===== src/rtl/clk_div_detect.sv =====
// Measures high/low phase lengths of a divided clock, reports the period and locks on a stable ratio.
// Define DIV_SYNC_EN to pass div_clk through a 2-flop synchronizer for asynchronous sources.
module clk_div_detect #(
  parameter int CNT_W    = 4,
  parameter int LOCK_CNT = 2
) (
  input  logic             clk,
  input  logic             rst,
  input  logic             div_clk,
  output logic [CNT_W+1:0] ratio,
  output logic             ratio_valid,
  output logic             balanced,
  output logic             locked,
  output logic             timeout
);

  typedef enum logic [2:0] {S_IDLE, S_SYNC, S_ACQ, S_TRACK, S_LOCKED} state_t;

  localparam logic [3:0] LOCK_C = 4'(LOCK_CNT);

  logic w_div;

`ifdef DIV_SYNC_EN
  logic [1:0] r_sync;
  always_ff @(posedge clk or posedge rst) begin
    if (rst) r_sync <= 2'b11;
    else     r_sync <= {r_sync[0], div_clk};
  end
  assign w_div = r_sync[1];
`else
  assign w_div = div_clk;
`endif

  state_t             r_state, state_next;
  logic               r_div_d;
  logic [CNT_W-1:0]   r_half_cnt, half_next;
  logic [CNT_W:0]     r_high_len, high_next, r_low_len, low_next;
  logic [3:0]         r_match_cnt, match_next;
  logic               r_have_ratio, have_next;
  logic [CNT_W+1:0]   r_ratio, ratio_next;
  logic               r_ratio_valid, rv_next, r_balanced, bal_next;
  logic               r_locked, locked_next, r_timeout, timeout_next;

  logic               w_edge, w_rise, w_fall, w_half_max, w_match, w_do_ratio;
  logic [CNT_W:0]     w_len;
  logic [CNT_W+1:0]   w_new_ratio;
  logic [3:0]         w_match_inc;

  assign w_edge      = w_div ^ r_div_d;
  assign w_rise      = w_edge & w_div;
  assign w_fall      = w_edge & ~w_div;
  assign w_len       = {1'b0, r_half_cnt} + {{CNT_W{1'b0}}, 1'b1};
  assign w_new_ratio = {1'b0, r_high_len} + {1'b0, w_len};
  assign w_half_max  = &r_half_cnt;
  assign w_match     = r_have_ratio && (w_new_ratio == r_ratio);
  assign w_match_inc = r_match_cnt + 4'd1;

  always_comb begin
    state_next   = r_state;
    half_next    = r_half_cnt;
    high_next    = r_high_len;
    low_next     = r_low_len;
    match_next   = r_match_cnt;
    have_next    = r_have_ratio;
    ratio_next   = r_ratio;
    bal_next     = r_balanced;
    locked_next  = r_locked;
    rv_next      = 1'b0;
    timeout_next = 1'b0;
    w_do_ratio   = 1'b0;

    if (r_state != S_IDLE)
      half_next = w_edge ? '0 : r_half_cnt + 1'b1;

    case (r_state)
      S_IDLE: if (w_edge) state_next = S_SYNC;
      S_SYNC: if (w_edge) begin
        state_next = S_ACQ;
        if (w_rise) low_next  = w_len;
        else        high_next = w_len;
      end
      S_ACQ: if (w_edge) begin
        state_next = S_TRACK;
        if (w_fall) high_next = w_len;
        else begin
          low_next   = w_len;
          w_do_ratio = 1'b1;
        end
      end
      S_TRACK, S_LOCKED: begin
        if (w_fall) high_next = w_len;
        if (w_rise) begin
          low_next   = w_len;
          w_do_ratio = 1'b1;
        end
      end
      default: state_next = S_IDLE;
    endcase

    // A completed period: publish it and advance or break the lock.
    if (w_do_ratio) begin
      ratio_next = w_new_ratio;
      bal_next   = (w_len == r_high_len);
      rv_next    = 1'b1;
      have_next  = 1'b1;
      if (!w_match) begin
        match_next  = '0;
        locked_next = 1'b0;
        state_next  = S_TRACK;
      end else if (r_state != S_LOCKED) begin
        match_next = w_match_inc;
        if (w_match_inc == LOCK_C) begin
          state_next  = S_LOCKED;
          locked_next = 1'b1;
        end
      end
    end

    if (r_state != S_IDLE && !w_edge && w_half_max) begin
      state_next   = S_IDLE;
      half_next    = '0;
      high_next    = '0;
      low_next     = '0;
      match_next   = '0;
      have_next    = 1'b0;
      locked_next  = 1'b0;
      timeout_next = 1'b1;
    end
  end

  always_ff @(posedge clk or posedge rst) begin
    if (rst) begin
      r_state       <= S_IDLE;
      r_div_d       <= 1'b1;
      r_half_cnt    <= '0;
      r_high_len    <= '0;
      r_low_len     <= '0;
      r_match_cnt   <= '0;
      r_have_ratio  <= 1'b0;
      r_ratio       <= '0;
      r_ratio_valid <= 1'b0;
      r_balanced    <= 1'b0;
      r_locked      <= 1'b0;
      r_timeout     <= 1'b0;
    end else begin
      r_state       <= state_next;
      r_div_d       <= w_div;
      r_half_cnt    <= half_next;
      r_high_len    <= high_next;
      r_low_len     <= low_next;
      r_match_cnt   <= match_next;
      r_have_ratio  <= have_next;
      r_ratio       <= ratio_next;
      r_ratio_valid <= rv_next;
      r_balanced    <= bal_next;
      r_locked      <= locked_next;
      r_timeout     <= timeout_next;
    end
  end

  assign ratio       = r_ratio;
  assign ratio_valid = r_ratio_valid;
  assign balanced    = r_balanced;
  assign locked      = r_locked;
  assign timeout     = r_timeout;

endmodule

===== config.mk =====
export PLATFORM = sky130hd
export DESIGN_NAME = clk_div_detect
export DESIGN_NICKNAME = d
export VERILOG_FILES = /design/src/rtl/clk_div_detect.sv
export SDC_FILE = /design/constraint.sdc
export NUM_CORES = 1
export LEC_CHECK = 0
export BUFFER_PORTS_ARGS = -buffer_cell sky130_fd_sc_hd__buf_2
export CAP_MARGIN = 20
export CORE_ASPECT_RATIO = 0.5
export CORE_MARGIN = 10
export CORE_UTILIZATION = 35
export CTS_CLUSTER_SIZE = 25
export DETAILED_ROUTE_END_ITERATION = 8
export GPL_ROUTABILITY_DRIVEN = 0
export PLACE_DENSITY = 0.56
export SETUP_SLACK_MARGIN = 0.4
export SYNTH_ARGS = -nofsm -noshare
export SYNTH_HDL_FRONTEND = slang
export SYNTH_SLANG_ARGS = --single-unit

===== constraint.sdc =====
create_clock -name clk -period 3.2 [get_ports clk]
set_input_delay 0.64 -clock clk [delete_from_list [all_inputs] [get_ports clk]]
set_output_delay 0.64 -clock clk [all_outputs]
set_load 0.01 [all_outputs]

## Word level (Yosys, flattened, before mapping)

Index checks and enable logic that the tools add are counted.

- Bits in registers: 28
- Output and inout port bits: 10

- $add $sub $neg: 4
- Eq/ne operators: 13
- Muxes and demuxes: 35
- Bitwise logic cells: 4
- Reduce and logical (&&, ||, !) cells: 14

Operators by type and width:

| cell | count |
|---|---|
| $mux W4 | 7 |
| $mux W5 | 5 |
| $mux W3 | 8 |
| $pmux W5 S3 | 1 |
| $mux W1 | 12 |
| $ne A3 B3 Y1 const B | 4 |
| $pmux W3 S4 | 1 |
| $add A4 B1 Y4 const B | 2 |
| $reduce_and A4 Y1 | 2 |
| $add A5 B5 Y6 | 1 |
| $eq A3 B2 Y1 const B | 2 |
| $eq A6 B6 Y1 | 1 |
| $ne A3 B1 Y1 const B | 2 |
| $add A4 B1 Y5 const B | 1 |
| $eq A5 B5 Y1 | 1 |
| $eq A4 B2 Y1 const B | 1 |
| $reduce_bool A2 Y1 | 2 |
| $reduce_bool A4 Y1 | 1 |
| $eq A3 B1 Y1 const B | 1 |
| $eq A3 B3 Y1 const B | 1 |
| $logic_and A1 B1 Y1 | 3 |
| $logic_not A3 Y1 | 1 |
| $reduce_and A3 Y1 | 1 |
| $reduce_bool A3 Y1 | 1 |
| 7 further kinds | 8 |

## Longest topological paths before layout

- Depth in word-level cells: 8
- Gate-level depth with buffers: 10
- Gate-level depth less buffers: 10

## Worst setup path after synthesis

OpenSTA, ideal clock, no wires.

- Path kind: register -> register
- Start: reg r_half_cnt[0]
- End: reg r_match_cnt[0]
- Setup time: 0.092 ns
- Arrival: 2.621 ns
- Slack: 0.487 ns
- Stages on the path, launching flop included: 9
- Buffers on the path: 0
- Clock period less this slack: 2.713 ns
- Cell sequence: dfrtp_1 -> ha_1 -> fa_1 -> a21o_1 -> a21oi_1 -> xor2_1 -> mux2i_1 -> a21oi_2 -> o31ai_2

- Word-level cells in the longest chain between the ends: 7

RTL lines:

| what | line | source |
|---|---|---|
| start: declaration | 36 | `logic [CNT_W-1:0] r_half_cnt, half_next;` |
| start signal: assignment | 148 | `r_half_cnt <= half_next;` |
| $add A4 B1 Y5 | 52 | `assign w_len = {1'b0, r_half_cnt} + {{CNT_W{1'b0}}, 1'b1};` |
| $add A5 B5 Y6 | 53 | `assign w_new_ratio = {1'b0, r_high_len} + {1'b0, w_len};` |
| $eq A6 B6 Y1 | 55 | `assign w_match = r_have_ratio && (w_new_ratio == r_ratio);` |
| $logic_and A1 B1 Y1 | 55 |  |
| $mux W4 | 106 | `if (!w_match) begin` |
| $mux W4 | 101 | `if (w_do_ratio) begin` |
| $mux W4 | 119 | `if (r_state != S_IDLE && !w_edge && w_half_max) begin` |
| end signal: assignment | 151 | `r_match_cnt <= match_next;` |
| end: declaration | 38 | `logic [3:0] r_match_cnt, match_next;` |

Several ways; a longest one is shown, not always the timed one. The select of a mux whose other input is x is not followed.
A chain may end at the register's enable or synchronous reset.

## Worst setup path in the final report

Same ends and word-level chain as after synthesis.

==> qor.csv <==
metric;value;unit
outcome;finished, final reports clean;
cell chosen for the clock root;sky130_fd_sc_hd__clkbuf_8;
WP data arrival;2.81;ns
most used flip-flop cell after synthesis;sky130_fd_sc_hd__dfrtp_1;
TNS Setup;0;ns
setup slack at placement;0.404;ns
cell type contributing the most total cell area after synthesis;sky130_fd_sc_hd__dfrtp_1;
worst-path cell chain;ha_4 -> fa_1 -> a21o_1 -> a21oi_2 -> xor2_1 -> mux2i_1 -> buf_4 -> a21oi_2 -> o31ai_2;
synth warn;0;
number of clock sinks seen by CTS;28;
Fmax;0.382;GHz
Max IR drop VDD;247;uV
global-route wire length before repair;5730;um
HPWL after DPL;2610;um
Die Height;69.3;um
xor and xnor area share after synthesis;0.0646;
PD cells;722;nW/um^2
Die ar.;8230;um^2
post-route fraction of the period consumed by the critical path;0.819;
area share of fa/ha/maj cells after synthesis;0.0925;
global routing usage summed across all routing layers;0.0828;
worst setup path category;flip-flop to flip-flop;
multiplexer area fraction after synthesis;0.0250;
static power due to leakage;0.930;nW
Die X;119;um
classification of the worst-slack hold path;primary input to async pin;
post-synthesis net count;196;
via count of the first global-routing pass;1213;
TritonCTS clock tree;done;
number of antenna diodes;0;
share of final-layout standard cells stronger than drive strength 1;0.173;
number of routed nets with antenna violations;0;
clk_skew;0.00742;ns
number of nets in the layout;212;
actual slew at the worst max-slew pin;0.768;ns
post-detailed-route via-to-cell ratio;5.07;
EDFF count, synth;0;
Critical Path Max Stage Delay;0.46;ns
largest fanout of any net on the critical path;9;
final max-slew violation count;0;
Clock transition at path regs;0.10;ns
crit path capture type;flip-flop;
unique cell type count in the Yosys netlist;46;
commonest non-fill, non-tap cell in the layout;sky130_fd_sc_hd__dfrtp_1;
number of search-and-repair iterations in the first detailed-routing pass;4;
top cells by area in the synthesized netlist;sky130_fd_sc_hd__dfrtp_1 40%, sky130_fd_sc_hd__ha_1 8.1%, sky130_fd_sc_hd__nand2_1 4.8%, sky130_fd_sc_hd__o21ai_0 3.5%, sky130_fd_sc_hd__a21oi_1 3.2%;
synthesized-area fraction occupied by ao, oa, aoi and oai cells;0.170;
Yosys reg bits;28;
synthesized netlist cell count;181;
data required time at the worst endpoint;3.39;ns
element type at the critical path start;flip-flop;
final critical-path required period;2.62;ns
clock insertion delay at the later pin of the skew report;0.28;ns
Final setup viols;0;
setup repair after global routing missed its margin;no;
ports placed on the boundary;13;
# DRC;0;
H-tree depth reported by CTS;1;
fraction of the yosys area taken by sequential cells;0.412;
maximum number of pins on one net before global-route repair;20;
total power draw;0.00140;W
antenna violations before repair;0;
post-detailed-route wirelength per cell;13.0;um
drt initial violations;90;
area added between synthesis and finish;13.6;%
count of port buffers added during placement;12;
most frequent cells in the layout;26 x sky130_fd_sc_hd__dfrtp_1, 22 x sky130_fd_sc_hd__nand2_1, 13 x sky130_fd_sc_hd__inv_1;
CTS Buf Count;3;
wire length reported by the detailed router;3410;um
gr ovfl total;0;
Max clock buf depth;2;
core region area;4550;um^2
Cell Area, Synth;1700;um^2
post-synth top area share;0.396;
dominant combinational cell family by area after synthesis;simple AND/OR/NAND/NOR gates;
async set or reset register ratio after synthesis;1.00;
Critical Path Most Common Cell;sky130_fd_sc_hd__a21oi_2;
initial core utilization;0.374;
synthesized-area fraction occupied by and/or/nand/nor cells;0.193;
final hold violations;0;
slowest CP cell;sky130_fd_sc_hd__dfrtp_2;
Placement Rows;17;
Final Worst Setup Slack;0.580;ns
syn_area_per_cell;9.42;um^2
Max transition margin;0.488;
via total after detailed routing;1329;
Max Cap Violations;0;
[final timing paths]
| check | to | slack (ns) | from | cells past startpoint |
|---|---|---|---|---|
| max | r_match_cnt[0] | 0.58 | r_half_cnt[0] | 9 |
| min | ratio[4] | 0.48 | rst | 2 |
| max reg2reg | r_match_cnt[0] | 0.58 | r_half_cnt[0] | 9 |
| min reg2reg | balanced | 0.48 | balanced | 2 |
| max in group asynchronous | r_half_cnt[0] | 2.09 | rst | 3 |
| min in group clk | balanced | 0.48 | balanced | 2 |
[cell type report]
class                   instances  area [um^2]
multi-input cells             134          952
fillers                       448         2620
inverters                      14         52.6
repair buffers                 16         90.1
well taps                      66         82.6
clock buffers                   4         55.1
flip-flops and latches         28          703
[cells in the mapped netlist, drive strengths merged (2+ instances only)]
| cell | instances |
|---|---|
| nor3 | 6 |
| inv | 14 |
| nand2 | 22 |
| a21o | 2 |
| and3 | 2 |
| a21oi | 12 |
| dfrtp | 27 |
| mux2i | 2 |
| o21ai | 14 |
| or3 | 3 |
| buf | 2 |
| nor2 | 8 |
| o31ai | 2 |
| o41ai | 4 |
| mux2 | 2 |
| xor2 | 5 |
| nand4 | 2 |
| nand3 | 9 |
| a31oi | 3 |
| nand2b | 2 |
| xnor2 | 5 |
| and2 | 3 |
| clkbuf | 3 |
| ha | 11 |
[through the flow]
stage | cells | util | cell area (um^2) | hold WS, ns
global route | 262 | 0.425 | 1940 | 0.476
global placement | 257 | 0.406 | 1850 | 0.456
floorplan | 181 | - | 1700 | 0.470
finish | 262 | 0.425 | 1940 | 0.476
CTS | 262 | 0.420 | 1910 | 0.486
detailed placement | 257 | 0.406 | 1850 | 0.467
[registers in the layout, indices dropped and copies added (netlist names), 3 cells and up]
register     cells
ratio            6
r_high_len       5
r_half_cnt       4
r_match_cnt      4
r_state          3
[what timing repair did]
item	4_1_cts	5_1_grt
pin swaps	1	0
gates resized for setup	0	5
hold buffers	0	0
buffers inserted	1	0
setup endpoints to repair	3	8
hold endpoints to repair	0	0
[where the power goes]
group	internal (W)	switching, W
clock	0.000110	0.000111
sequential	0.000434	0.0000834
combinational	0.000315	0.000346
[cells by family (layout without fill, tap and decap cells)]
| group | after synthesis | in the layout |
|---|---|---|
| XOR/XNOR | 11 | 11 |
| buffers and inverters | 19 | 34 |
| AO/OA/AOI/OAI | 44 | 44 |
| flip-flops | 28 | 28 |
| AND/OR/NAND/NOR | 63 | 63 |
| adder cells (fa/ha/maj) | 12 | 12 |
| multiplexers | 4 | 4 |
[critical path: cells and delay by family, from the launching register on]
kind,cells,cell delay (ns)
adder cells (fa/ha/maj),2,0.71
XOR/XNOR,1,0.19
flip-flops,1,0.46
AO/OA/AOI/OAI,4,0.73
multiplexers,1,0.24
buffers and inverters,1,0.20
[metal layers]
layer,wire length [um],GRT usage,up-vias
li1,-,-,678
met1,1710,0.111,617
met2,1440,0.122,30
met3,209,0.0227,4
met4,51,0.0320,0
met5,0,0,-
No activity file was read; power rests on OpenSTA's default activity.
